[config.mk]
export PLATFORM = sky130hd
export DESIGN_NAME = instr_deser
export DESIGN_NICKNAME = d
export VERILOG_FILES = /design/src/rtl/instr_deser.sv
export SDC_FILE = /design/constraint.sdc
export NUM_CORES = 1
export LEC_CHECK = 0
export CORE_UTILIZATION = 26
export DETAILED_ROUTE_END_ITERATION = 7
export SETUP_SLACK_MARGIN = 0.5
export SLEW_MARGIN = 25
export SYNTH_ARGS = -nofsm -noshare
export SYNTH_HDL_FRONTEND = slang
export SYNTH_SLANG_ARGS = --single-unit
[constraint.sdc]
create_clock -name clk -period 4.86 [get_ports clk]
set_input_delay 1.215 -clock clk [delete_from_list [all_inputs] [get_ports clk]]
set_output_delay 1.215 -clock clk [all_outputs]
set_load 0.02 [all_outputs]
[src/rtl/instr_deser.sv]
// Serial-to-parallel instruction front end: one fixed-width instruction per
// chip-select frame, held in a single output slot offered to the request queue.
module instr_deser #(
    parameter int ADDRW   = 8,
    parameter int OPCODEW = 2
) (
    input  logic               clk,
    input  logic               rst_n,
    input  logic               sclk,
    input  logic               cs_n,
    input  logic               mosi,
    input  logic               ready_in,
    output logic [OPCODEW-1:0] opcode,
    output logic [ADDRW-1:0]   key_addr,
    output logic [ADDRW-1:0]   text_addr,
    output logic               valid_out,
    output logic               busy,
    output logic               err_frame,
    output logic               err_overflow
);

    localparam int INSTRW = 2 * ADDRW + OPCODEW;
    localparam int CNTW   = $clog2(INSTRW + 2);

    typedef enum logic {
        IDLE  = 1'b0,
        SHIFT = 1'b1
    } state_t;

    state_t            state;
    logic [INSTRW-1:0] shreg;
    logic [CNTW-1:0]   bit_cnt;

    logic [1:0] sclk_sync;
    logic [1:0] cs_sync;
    logic [1:0] mosi_sync;
    logic       sclk_hist;
    logic       cs_hist;

    logic sclk_rise;
    logic cs_fall;
    logic cs_rise;
    logic mosi_bit;
    logic slot_free;

    // cs_n copies reset low so a frame already open at reset release never
    // produces a fall event; it must close and reopen first.
    always_ff @(posedge clk or negedge rst_n) begin
        if (!rst_n) begin
            sclk_sync <= 2'b00;
            cs_sync   <= 2'b00;
            mosi_sync <= 2'b00;
            sclk_hist <= 1'b0;
            cs_hist   <= 1'b0;
        end else begin
            sclk_sync <= {sclk_sync[0], sclk};
            cs_sync   <= {cs_sync[0], cs_n};
            mosi_sync <= {mosi_sync[0], mosi};
            sclk_hist <= sclk_sync[1];
            cs_hist   <= cs_sync[1];
        end
    end

    assign sclk_rise = sclk_sync[1] & ~sclk_hist;
    assign cs_fall   = ~cs_sync[1] & cs_hist;
    assign cs_rise   = cs_sync[1] & ~cs_hist;
    assign mosi_bit  = mosi_sync[1];

    // Handshake: the slot transfers on any cycle where valid_out && ready_in;
    // valid_out never depends on ready_in combinationally, and the held
    // fields stay frozen while valid_out is high and ready_in is low.
    assign slot_free = ~valid_out | ready_in;
    assign busy      = valid_out;

    always_ff @(posedge clk or negedge rst_n) begin
        if (!rst_n) begin
            state        <= IDLE;
            shreg        <= '0;
            bit_cnt      <= '0;
            opcode       <= '0;
            key_addr     <= '0;
            text_addr    <= '0;
            valid_out    <= 1'b0;
            err_frame    <= 1'b0;
            err_overflow <= 1'b0;
        end else begin
            err_frame    <= 1'b0;
            err_overflow <= 1'b0;
            if (valid_out && ready_in) begin
                valid_out <= 1'b0;
            end
            case (state)
                IDLE: begin
                    if (cs_fall) begin
                        shreg   <= '0;
                        bit_cnt <= '0;
                        state   <= SHIFT;
                    end
                end
                SHIFT: begin
                    if (cs_rise) begin
                        state <= IDLE;
                        if (bit_cnt != CNTW'(INSTRW)) begin
                            err_frame <= 1'b1;
                        end else if (slot_free) begin
                            opcode    <= shreg[INSTRW-1 -: OPCODEW];
                            key_addr  <= shreg[2*ADDRW-1 -: ADDRW];
                            text_addr <= shreg[ADDRW-1:0];
                            valid_out <= 1'b1;
                        end else begin
                            err_overflow <= 1'b1;
                        end
                    end else if (sclk_rise) begin
                        shreg <= {shreg[INSTRW-2:0], mosi_bit};
                        // Saturate one past full length so overlong frames stay distinguishable.
                        if (bit_cnt != CNTW'(INSTRW + 1)) begin
                            bit_cnt <= bit_cnt + 1'b1;
                        end
                    end
                end
                default: state <= IDLE;
            endcase
        end
    end

endmodule

==> summary.txt, run 1 <==
Run status
  – Status: complete, no violations

Clock network
  – Clk root buf: clkbuf_8
  – CTS resizes: 0
  – CTS Hold Buffers Added: 0
  – Setup Fix Bufs, Post-CTS: 0
  – TritonCTS buffer count: 5
  – Reg clk slew, reported paths: 90 ps
  – CTS H-Tree Depth: 2
  – Clk sinks: 53
  – CTS tree: done
  – Clock buffer depth: 2
  – Clk_lat worst skew: 300 ps

Critical path
  – Crit path arrival time: 1310 ps
  – Worst path required time: 3640 ps
  – Worst stage delay on the critical path: 610 ps
  – CP Class: register to output port
  – Critical-path top delay cell: clkdlybuf4s50_1
  – Worst reg2reg startpoint: state
  – CP Launch Type: register
  – Reg2Reg Depth: 3
  – Reg2reg setup slack: 2590 ps
  – Family with the most delay on the worst path: buffers and inverters
  – Worst reg2reg endpoint: text_addr[0]
  – Setup crit end kind: output port
  – CP bufs+invs: 1
  – Worst path cell trace: clkdlybuf4s50_1
  – CP max FO: 2

Global route
  – GR Util All Layers: 9.19%
  – Initial antenna violation count: 0
  – Vias in the first global route: 1240
  – First-pass GRT wire length: 5.98 mm
  – Largest net degree at the start of global routing: 54
  – GRT Residual Overflow: 0

Detailed routing
  – WL per Instance: 11.3 µm
  – Met1 wire length: 1.64 mm
  – Top Metal Used: met4
  – Initial drt markers: 62
  – DR WL met2: 1.53 mm
  – Via Count: 1270
  – DRT Wirelength: 3.42 mm
  – DRC: 0
  – Drt first pass iters: 3
  – DR vias/cell: 4.19
  – Routed Antenna Nets: 0
  – Met3 WL: 149 µm

Pwr
  – Pwr Density: 326 mW/mm²
  – Total power: 0.000836 W
  – VDD IR max: 0.000114 V
  – Lkg Pwr: 1.17 nW

Die
  – Rows: 32
  – Initial Util: 27.0%
  – DIE AREA: 0.00839 mm²
  – Die H: 91.6 µm
  – Chip width: 91.6 µm
  – I/O pin cnt: 28
  – Core region area: 0.00773 mm²

Layout
  – Total of fill cells in the finished design: 757
  – Diodes inserted: 0
  – Post-Layout Cell Count: 303
  – Share of cells above drive strength 1: 15.4%
  – Nets: 208
  – Area grow syn2layout: 22.9%

Synth
  – Yosys warns: 0
  – Cell variety after synth: 26
  – Avg Inst Size Synth: 12.0 µm²
  – Syn Inst Count: 174
  – Synth top area cells: dfrtp_1 (64%), nand2_1 (7.4%), mux2_4 (7.2%)
  – Synth area leader: dfrtp_1
  – Mapped Area: 0.00209 mm²
  – #FFs+latches synth: 53
  – Yosys top cell area share: 63.5%
  – Number of flops mapped to enable cells by yosys: 0
  – Most instantiated cells after synthesis: dfrtp_1 (53), nand2_1 (41), o21ai_0 (23)
  – Ys async rst share: 100%
  – Main synth FF type: dfrtp_1
  – Seq/Total Area, Yosys: 63.5%
  – Most frequent cell after synthesis: dfrtp_1
  – Syn Nets: 182

STA
  – Setup WS post-layout: 2330 ps
  – Total negative slack: 0 ps
  – Worst-Margin Slew: 948 ps
  – Final setup viols: 0
  – RSZ-0062 raised after global routing: false
  – Slew HR: 36.8%
  – Minimum clock period: 2530 ps
  – Peak Freq: 396 MHz
  – Pins Over Slew Limit: 0
  – Clk_skew: 4.94 ps
  – Final hold violations: 0
  – Fin crit share: 52.0%

Placement
  – Placed Instances: 295
  – PortBufs: 27
  – Gp weighted congestion: 0.722
  – Pre-CTS WS: 1720 ps
  – DPL Wire Length: 2.19 mm

Hold path
  – Hold_sp: sclk_sync[0]
  – Hold Crit Depth: 0
  – Worst Hold Class: register to register
  – Hold Crit Endpoint: sclk_sync[1]

Job
  – Maxcap violations: 0
flip-flops by register name, indices dropped and copies added (netlist names):
name,flops
state,1
err_overflow,1
cs_hist,1
sclk_hist,1
bit_cnt,5
opcode,2
cs_sync,2
key_addr,8
busy,1
err_frame,1
sclk_sync,2
shreg,18
text_addr,8
mosi_sync,2
cell type report:
class                      count  area, µm²  share of cell area (%)
multi-input combinational    109        712                    27.8
clock inverter                 2       38.8                    1.51
timing repair buffer          29        280                    10.9
tap                          102        128                    4.98
clock buffer                   6       72.6                    2.83
inverter                       2       7.51                   0.293
sequential                    53       1330                    51.7
cells in the final DEF, fill, tap and decap left out:
| cell | n |
|---|---|
| mux2_2 | 8 |
| nor3b_1 | 2 |
| or2_2 | 1 |
| mux2_4 | 10 |
| bufinv_16 | 1 |
| and2_1 | 1 |
| mux2i_1 | 2 |
| clkinv_4 | 1 |
| nor2_1 | 2 |
| dfrtp_1 | 53 |
| clkbuf_8 | 5 |
| a31oi_2 | 1 |
| nand3_1 | 5 |
| nand2_1 | 41 |
| and4bb_1 | 1 |
| clkbuf_1 | 1 |
| buf_4 | 2 |
| a21oi_1 | 1 |
| clkdlybuf4s50_1 | 26 |
| ha_1 | 2 |
| nor2b_1 | 1 |
| inv_1 | 2 |
| nand2b_1 | 3 |
| o31ai_1 | 1 |
| o21ai_0 | 23 |
| o311ai_0 | 1 |
| buf_2 | 1 |
| nand2b_2 | 1 |
| nand4b_1 | 2 |
kinds of logic after synthesis:
| logic type | Yosys count | synth area share, % |
|---|---|---|
| AO/OA/AOI/OAI | 27 | 6.83 |
| adder cells (fa/ha/maj) | 2 | 1.20 |
| buffers and inverters | 12 | 2.76 |
| flip-flops | 53 | 63.5 |
| multiplexers | 20 | 12.5 |
| AND/OR/NAND/NOR | 60 | 13.2 |
layer usage:
layer  up-vias  track usage, %
met5         -               0
met3         7            2.85
li1        627               -
met2        23            13.5
met1       613            11.8
met4         0            5.56
power breakdown:
group | leakage [nW] | total [W] | internal [W] | switching, W
Combinational | 0.399 | 0.0000552 | 0.0000234 | 0.0000318
Clock | 0.0554 | 0.000292 | 0.000155 | 0.000137
Sequential | 0.711 | 0.000489 | 0.000462 | 0.0000273
per-stage QoR:
stage               util [%]  cell area [µm²]  hold slack (ps)
floorplan                  -             2090              331
CTS                     33.2             2560              356
global placement        31.7             2450              333
global route            33.2             2560              360
detailed placement      31.7             2450              335
finish                  33.2             2560              354
worst max-delay path by stage:
| stage | startpoint | to | slack [ps] | cells past startpoint |
|---|---|---|---|---|
| global placement | ready_in | key_addr[0] | 1740 | 4 |
| detailed placement | ready_in | key_addr[1] | 1720 | 4 |
| floorplan | ready_in | key_addr[5] | 2630 | 5 |
| CTS | ready_in | key_addr[1] | 2060 | 4 |
| global route | text_addr[0] | text_addr[0] | 2280 | 1 |
| finish | text_addr[0] | text_addr[0] | 2330 | 1 |
Note: power is estimated with default switching activity, not from simulation.
==> run 2: changes to the inputs <==
clock period = 2.5 ns   (was 4.86 ns; I/O delays follow)
==> run 2 against run 1 <==
  * Count of clock-buffer cells in the layout is 1 higher
  * Total power is 86% higher
  * Hold slack worse by 150 ps
  * Setup slack worse by 1800 ps
  * Combinational power is 120% higher
==> summary.txt, run 2 (synthesized netlist as in run 1, its figures left out) <==
Clock network
  – CTS tree: done
  – Setup Fix Bufs, Post-CTS: 0 (unchanged)
  – Reg clk slew, reported paths: 90 ps (about the same)
  – CTS Hold Buffers Added: 0 (unchanged)
  – Clk sinks: 53 (unchanged)
  – TritonCTS buffer count: 5 (unchanged)
  – CTS H-Tree Depth: 2 (unchanged)
  – Clk root buf: clkbuf_8
  – Clk_lat worst skew: 310 ps (about the same)
  – Clock buffer depth: 2 (unchanged)
  – CTS resizes: 0 (unchanged)

Hold path
  – Worst Hold Class: input port to async pin

STA
  – Slew HR: 72.2% (+35 points)
  – Pins Over Slew Limit: 0 (unchanged)
  – Final hold violations: 0 (unchanged)
  – Final setup viols: 0 (unchanged)
  – Peak Freq: 517 MHz
  – RSZ-0062 raised after global routing: false
  – Total negative slack: 0 ps (unchanged)
  – Worst-Margin Slew: 418 ps (-531 ps)
  – Clk_skew: 8.35 ps (+3.41 ps)
  – Minimum clock period: 1940 ps
  – Fin crit share: 77.4%

Pwr
  – Lkg Pwr: 1.17 nW (+0.74%)
  – Total power: 0.00155 W (+86%)
  – Pwr Density: 602 mW/mm² (+85%)
  – VDD IR max: 0.000184 V (+62%)

Placement
  – DPL Wire Length: 2.30 mm (+5.0%)
  – Gp weighted congestion: 0.738 (+2.1%)
  – PortBufs: 27 (unchanged)

Critical path
  – Crit path arrival time: 1310 ps (about the same)
  – CP Class: register to output port
  – Worst path cell trace: clkdlybuf4s50_1
  – Setup crit end kind: output port
  – CP max FO: 2 (unchanged)
  – Family with the most delay on the worst path: buffers and inverters
  – Critical-path top delay cell: clkdlybuf4s50_1
  – Worst path required time: 1880 ps (-1760 ps)
  – CP bufs+invs: 1 (unchanged)
  – Worst stage delay on the critical path: 620 ps (about the same)
  – CP Launch Type: register

Die
  – Chip width: 91.6 µm (unchanged)
  – Core region area: 0.00773 mm² (unchanged)
  – Rows: 32 (unchanged)
  – I/O pin cnt: 28 (unchanged)
  – Die H: 91.6 µm (unchanged)
  – Initial Util: 27.0% (unchanged)
  – DIE AREA: 0.00839 mm² (unchanged)

Global route
  – GR Util All Layers: 9.26% (+0.064 points)
  – Initial antenna violation count: 0 (unchanged)
  – Global routing usage on met2: 13.0% (-0.50 points)
  – Vias in the first global route: 1255 (+1.2%)
  – Met3 Use GR: 2.93% (+0.084 points)
  – First-pass GRT wire length: 5.98 mm (unchanged)
  – GRT Residual Overflow: 0 (unchanged)
  – Largest net degree at the start of global routing: 41 (-24%)
  – Layer with the highest usage: met2
  – Grt met1 use: 12.5% (+0.73 points)

Detailed routing
  – Drt first pass iters: 4 (+1)
  – DRT Wirelength: 3.53 mm (+3.3%)
  – Via Count: 1269 (-0.079%)
  – DRC: 0 (unchanged)
  – Routed Antenna Nets: 0 (unchanged)
  – WL per Instance: 11.6 µm (+3.0%)
  – DR vias/cell: 4.17 (-0.41%)
  – Initial drt markers: 36 (-42%)

Job
  – Maxcap violations: 0 (unchanged)

Layout
  – Total of fill cells in the finished design: 772 (+2.0%)
  – Biggest register: shreg
  – Area grow syn2layout: 23.5%
  – Share of cells above drive strength 1: 15.3% (-0.076 points)
  – Top Registers: shreg (18), key_addr (8), text_addr (8)
  – Reg area: 0.00133 mm² (unchanged)
  – Multi-input combinational cell area: 709 µm² (-0.35%)
  – Most common cell after layout, fill and taps aside: dfrtp_1
  – Nets: 210 (+0.96%)
  – Diodes inserted: 0 (unchanged)
  – Most frequent cells in the layout: dfrtp_1 (53), nand2_1 (41), clkdlybuf4s50_1 (26)
  – Max reg flops: 18 (unchanged)

Run status
  – Status: complete, no violations
## run 2: worst paths after layout
path                       depth (start not counted)  slack [ps]          from           end
max                                                1         560  text_addr[6]  text_addr[6]
min                                                1         210         rst_n    bit_cnt[2]
max reg2reg                                        7         690    bit_cnt[0]  text_addr[4]
min reg2reg                                        0         340    cs_sync[0]    cs_sync[1]
max in group asynchronous                          2        1780         rst_n  mosi_sync[1]
min in group clk                                   0         340    cs_sync[0]    cs_sync[1]
## run 2: worst reg2reg max path, cell delays in order, from the launching register on
cell	delay (ps)
dfrtp_1	410
inv_1	60
ha_1	190
and4bb_1	210
nand4b_1	130
nand2b_1	170
buf_12	190
mux2_2	350
## run 2: report_power, final
group | internal (W) | switching [W]
clock | 0.000220 | 0.000266
combinational | 0.0000502 | 0.0000730
sequential | 0.000898 | 0.0000443
## run 2: layer usage
metal | share of wire (%) | routed length [µm]
met5 | 0 | 0
met4 | 2.3 | 82
met3 | 4.1 | 146
met2 | 41 | 1440
met1 | 53 | 1860
## run 2: stage by stage
stage               instance area, µm²  hold WS (ps)  util, %  std cells  setup WS, ps
finish                            2580           208     33.4        304           564
global placement                  2490           333     32.2        297           513
floorplan                         2090           329        -        174           693
CTS                               2580           215     33.4        304           543
detailed placement                2490           335     32.2        297           521
global route                      2580           220     33.4        304           519
## run 2: layout make-up
cell class / instances / share of cell area, %
Sequential cell: 53 / 51.5
Clock buffer: 7 / 3.35
Timing Repair Buffer: 31 / 12.4
Multi-Input combinational cell: 109 / 27.5
Tap cell: 102 / 4.95
Inverter: 2 / 0.291
==> run 3: changes to the inputs <==
clock period = 1.94 ns   (was 2.5 ns; I/O delays follow)
==> run 3 against run 2 <==
  * Count of clock-buffer cells in the layout is 2 lower
  * Non-clock buffer count is 9 higher
  * Sequential share of layout area is 0.40 points lower
  * Sequential cell count stayed put
  * Sequential power is 27% higher
  * Largest power group unchanged
  * Total power is 32% higher
  * Combinational power is 74% higher
  * Utilization is 0.26 points higher
==> summary.txt, run 3 (synthesized netlist as in run 1, its figures left out) <==
Run status
  – Status: complete, no violations

Clock network
  – Clock buffer depth: 2 (unchanged)
  – Reg clk slew, reported paths: 100 ps (about the same)
  – Clk root buf: clkbuf_8
  – CTS Hold Buffers Added: 0 (unchanged)
  – TritonCTS buffer count: 5 (unchanged)
  – Clk_lat worst skew: 310 ps (about the same)
  – Clk sinks: 53 (unchanged)
  – CTS tree: done
  – CTS H-Tree Depth: 2 (unchanged)

Global route
  – First-pass GRT wire length: 6.47 mm (+8.2%)
  – Largest net degree at the start of global routing: 54 (+32%)
  – Vias in the first global route: 1333 (+6.2%)
  – Initial antenna violation count: 0 (unchanged)
  – GR Util All Layers: 9.86% (+0.60 points)
  – GRT Residual Overflow: 0 (unchanged)

Pwr
  – Pwr Density: 790 mW/mm² (+31%)
  – Lkg Pwr: 1.29 nW (+10%)
  – Switching part of the total: 26.3% (+1.6 points)
  – Flop pwr share: 58.5% (-2.2 points)
  – Logic pwr share: 10.4% (+2.5 points)
  – Clk network pwr share: 31.1% (-0.3 points)
  – Switching pwr: 0.000541 W (+41%)
  – VDD IR max: 0.000410 V (+120%)
  – Total power: 0.00205 W (+32%)
  – Internal power: 0.00151 W (+29%)

Critical path
  – CP Class: register to register
  – Crit path arrival time: 1940 ps (+630 ps)
  – Reg2reg setup slack: 190 ps (-500 ps)
  – Worst reg2reg startpoint: bit_cnt[0]
  – Reg2Reg Depth: 7 (unchanged)
  – Worst reg2reg endpoint: opcode[0]
  – CP max FO: 6 (+4)
  – CP Launch Type: register
  – Crit. Startpoint: bit_cnt[0]
  – Worst path required time: 2130 ps (+250 ps)
  – Setup crit end kind: register

Detailed routing
  – DR vias/cell: 4.22 (+1.1%)
  – DRC: 0 (unchanged)
  – Via Count: 1325 (+4.4%)
  – Drt first pass iters: 4 (unchanged)
  – Initial drt markers: 51 (+42%)
  – WL per Instance: 11.8 µm (+1.9%)
  – DRT Wirelength: 3.71 mm (+5.2%)
  – Routed Antenna Nets: 0 (unchanged)

Layout
  – Share of cells above drive strength 1: 31.6% (+16 points)
  – Biggest register: shreg
  – Nets: 219 (+4.3%)
  – Top Registers: shreg (18), key_addr (8), text_addr (8)
  – Max reg flops: 18 (unchanged)
  – Area grow syn2layout: 24.5%
  – Most common cell after layout, fill and taps aside: dfrtp_1
  – Diodes inserted: 0 (unchanged)
  – Most frequent cells in the layout: dfrtp_1 (53), nand2_1 (41), o21ai_0 (23)

STA
  – Worst Hold Slack: 138 ps (-69.9 ps)
  – Clk_skew: 16.8 ps (+8.43 ps)
  – Final setup viols: 0 (unchanged)
  – Final hold violations: 0 (unchanged)
  – RSZ-0062 raised after global routing: true
  – Fin crit share: 90.0%
  – Minimum clock period: 1750 ps
  – Peak Freq: 573 MHz
  – Pins Over Slew Limit: 0 (unchanged)
  – Worst-Margin Slew: 626 ps (+208 ps)
  – Slew HR: 58.3% (-14 points)

Die
  – DIE AREA: 0.00839 mm² (unchanged)
  – Initial Util: 27.0% (unchanged)
  – Die H: 91.6 µm (unchanged)
  – Core region area: 0.00773 mm² (unchanged)
  – I/O pin cnt: 28 (unchanged)
  – Chip width: 91.6 µm (unchanged)
  – Rows: 32 (unchanged)

Placement
  – Gp weighted congestion: 0.709 (-3.8%)
  – PortBufs: 27 (unchanged)
  – DPL Wire Length: 2.38 mm (+3.5%)

Job
  – Maxcap violations: 0 (unchanged)

Hold path
  – Worst Hold Class: input port to async pin
==> run 3: what timing repair did <==
| action | in CTS | in global routing |
|---|---|---|
| resized for setup | 87 | 2 |
| buffers inserted | 4 | 0 |
| hold endpoints to repair | 0 | 0 |
| endpoints found under the setup margin | 62 | 41 |
| pin swaps | 2 | 0 |
==> run 3: worst max path at each step <==
stage	slack, ps	end
after detailed placement	-50	shreg[9]
after floorplan	190	key_addr[5]
after global routing	110	opcode[0]
after global placement	40	shreg[10]
after CTS	190	opcode[0]
final	190	opcode[0]
==> run 3: cell type report <==
class | instances | area [µm²]
fill | 785 | 5130
sequential | 53 | 1330
multi-input combinational | 109 | 733
timing repair buffer | 40 | 309
tap | 102 | 128
clock buffer | 5 | 68.8
clock inverter | 3 | 25.0
inverter | 2 | 7.51
==> run 3: routing by layer <==
| metal | up-vias | wire, µm | track usage [%] |
|---|---|---|---|
| met5 | - | 0 | 0 |
| met4 | 0 | 63 | 3.57 |
| met1 | 640 | 1890 | 14.1 |
| li1 | 658 | - | - |
| met3 | 4 | 133 | 2.76 |
| met2 | 23 | 1630 | 14.2 |
==> run 3: stage by stage <==
step	area (µm²)	cells	utilization (%)	setup slack (ps)	setup TNS, ps
6_report	2600	314	33.6	193	0
5_1_grt	2600	314	33.6	109	0
3_3_place_gp	2520	302	32.7	37.8	0
2_1_floorplan	2100	174	-	189	0
4_1_cts	2600	314	33.6	189	0
3_5_place_dp	2520	302	32.7	-48.0	-204
==> run 3: critical path, cell delays in order, from the launching register on <==
cell,delay (ps)
dfrtp_1,390
inv_1,60
ha_1,140
and4bb_1,240
nand4b_1,150
nand2b_4,220
buf_12,150
mux2_4,280
==> run 3: power by group through the flow <==
stage	combinational, W	clock [W]	sequential (W)
6_report	0.000214	0.000638	0.00120
5_1_grt	0.000250	0.000713	0.00121
4_1_cts	0.000216	0.000662	0.00120
3_5_place_dp	0.000197	0	0.00122
3_3_place_gp	0.000194	0	0.00122
2_1_floorplan	0.000103	0	0.00122
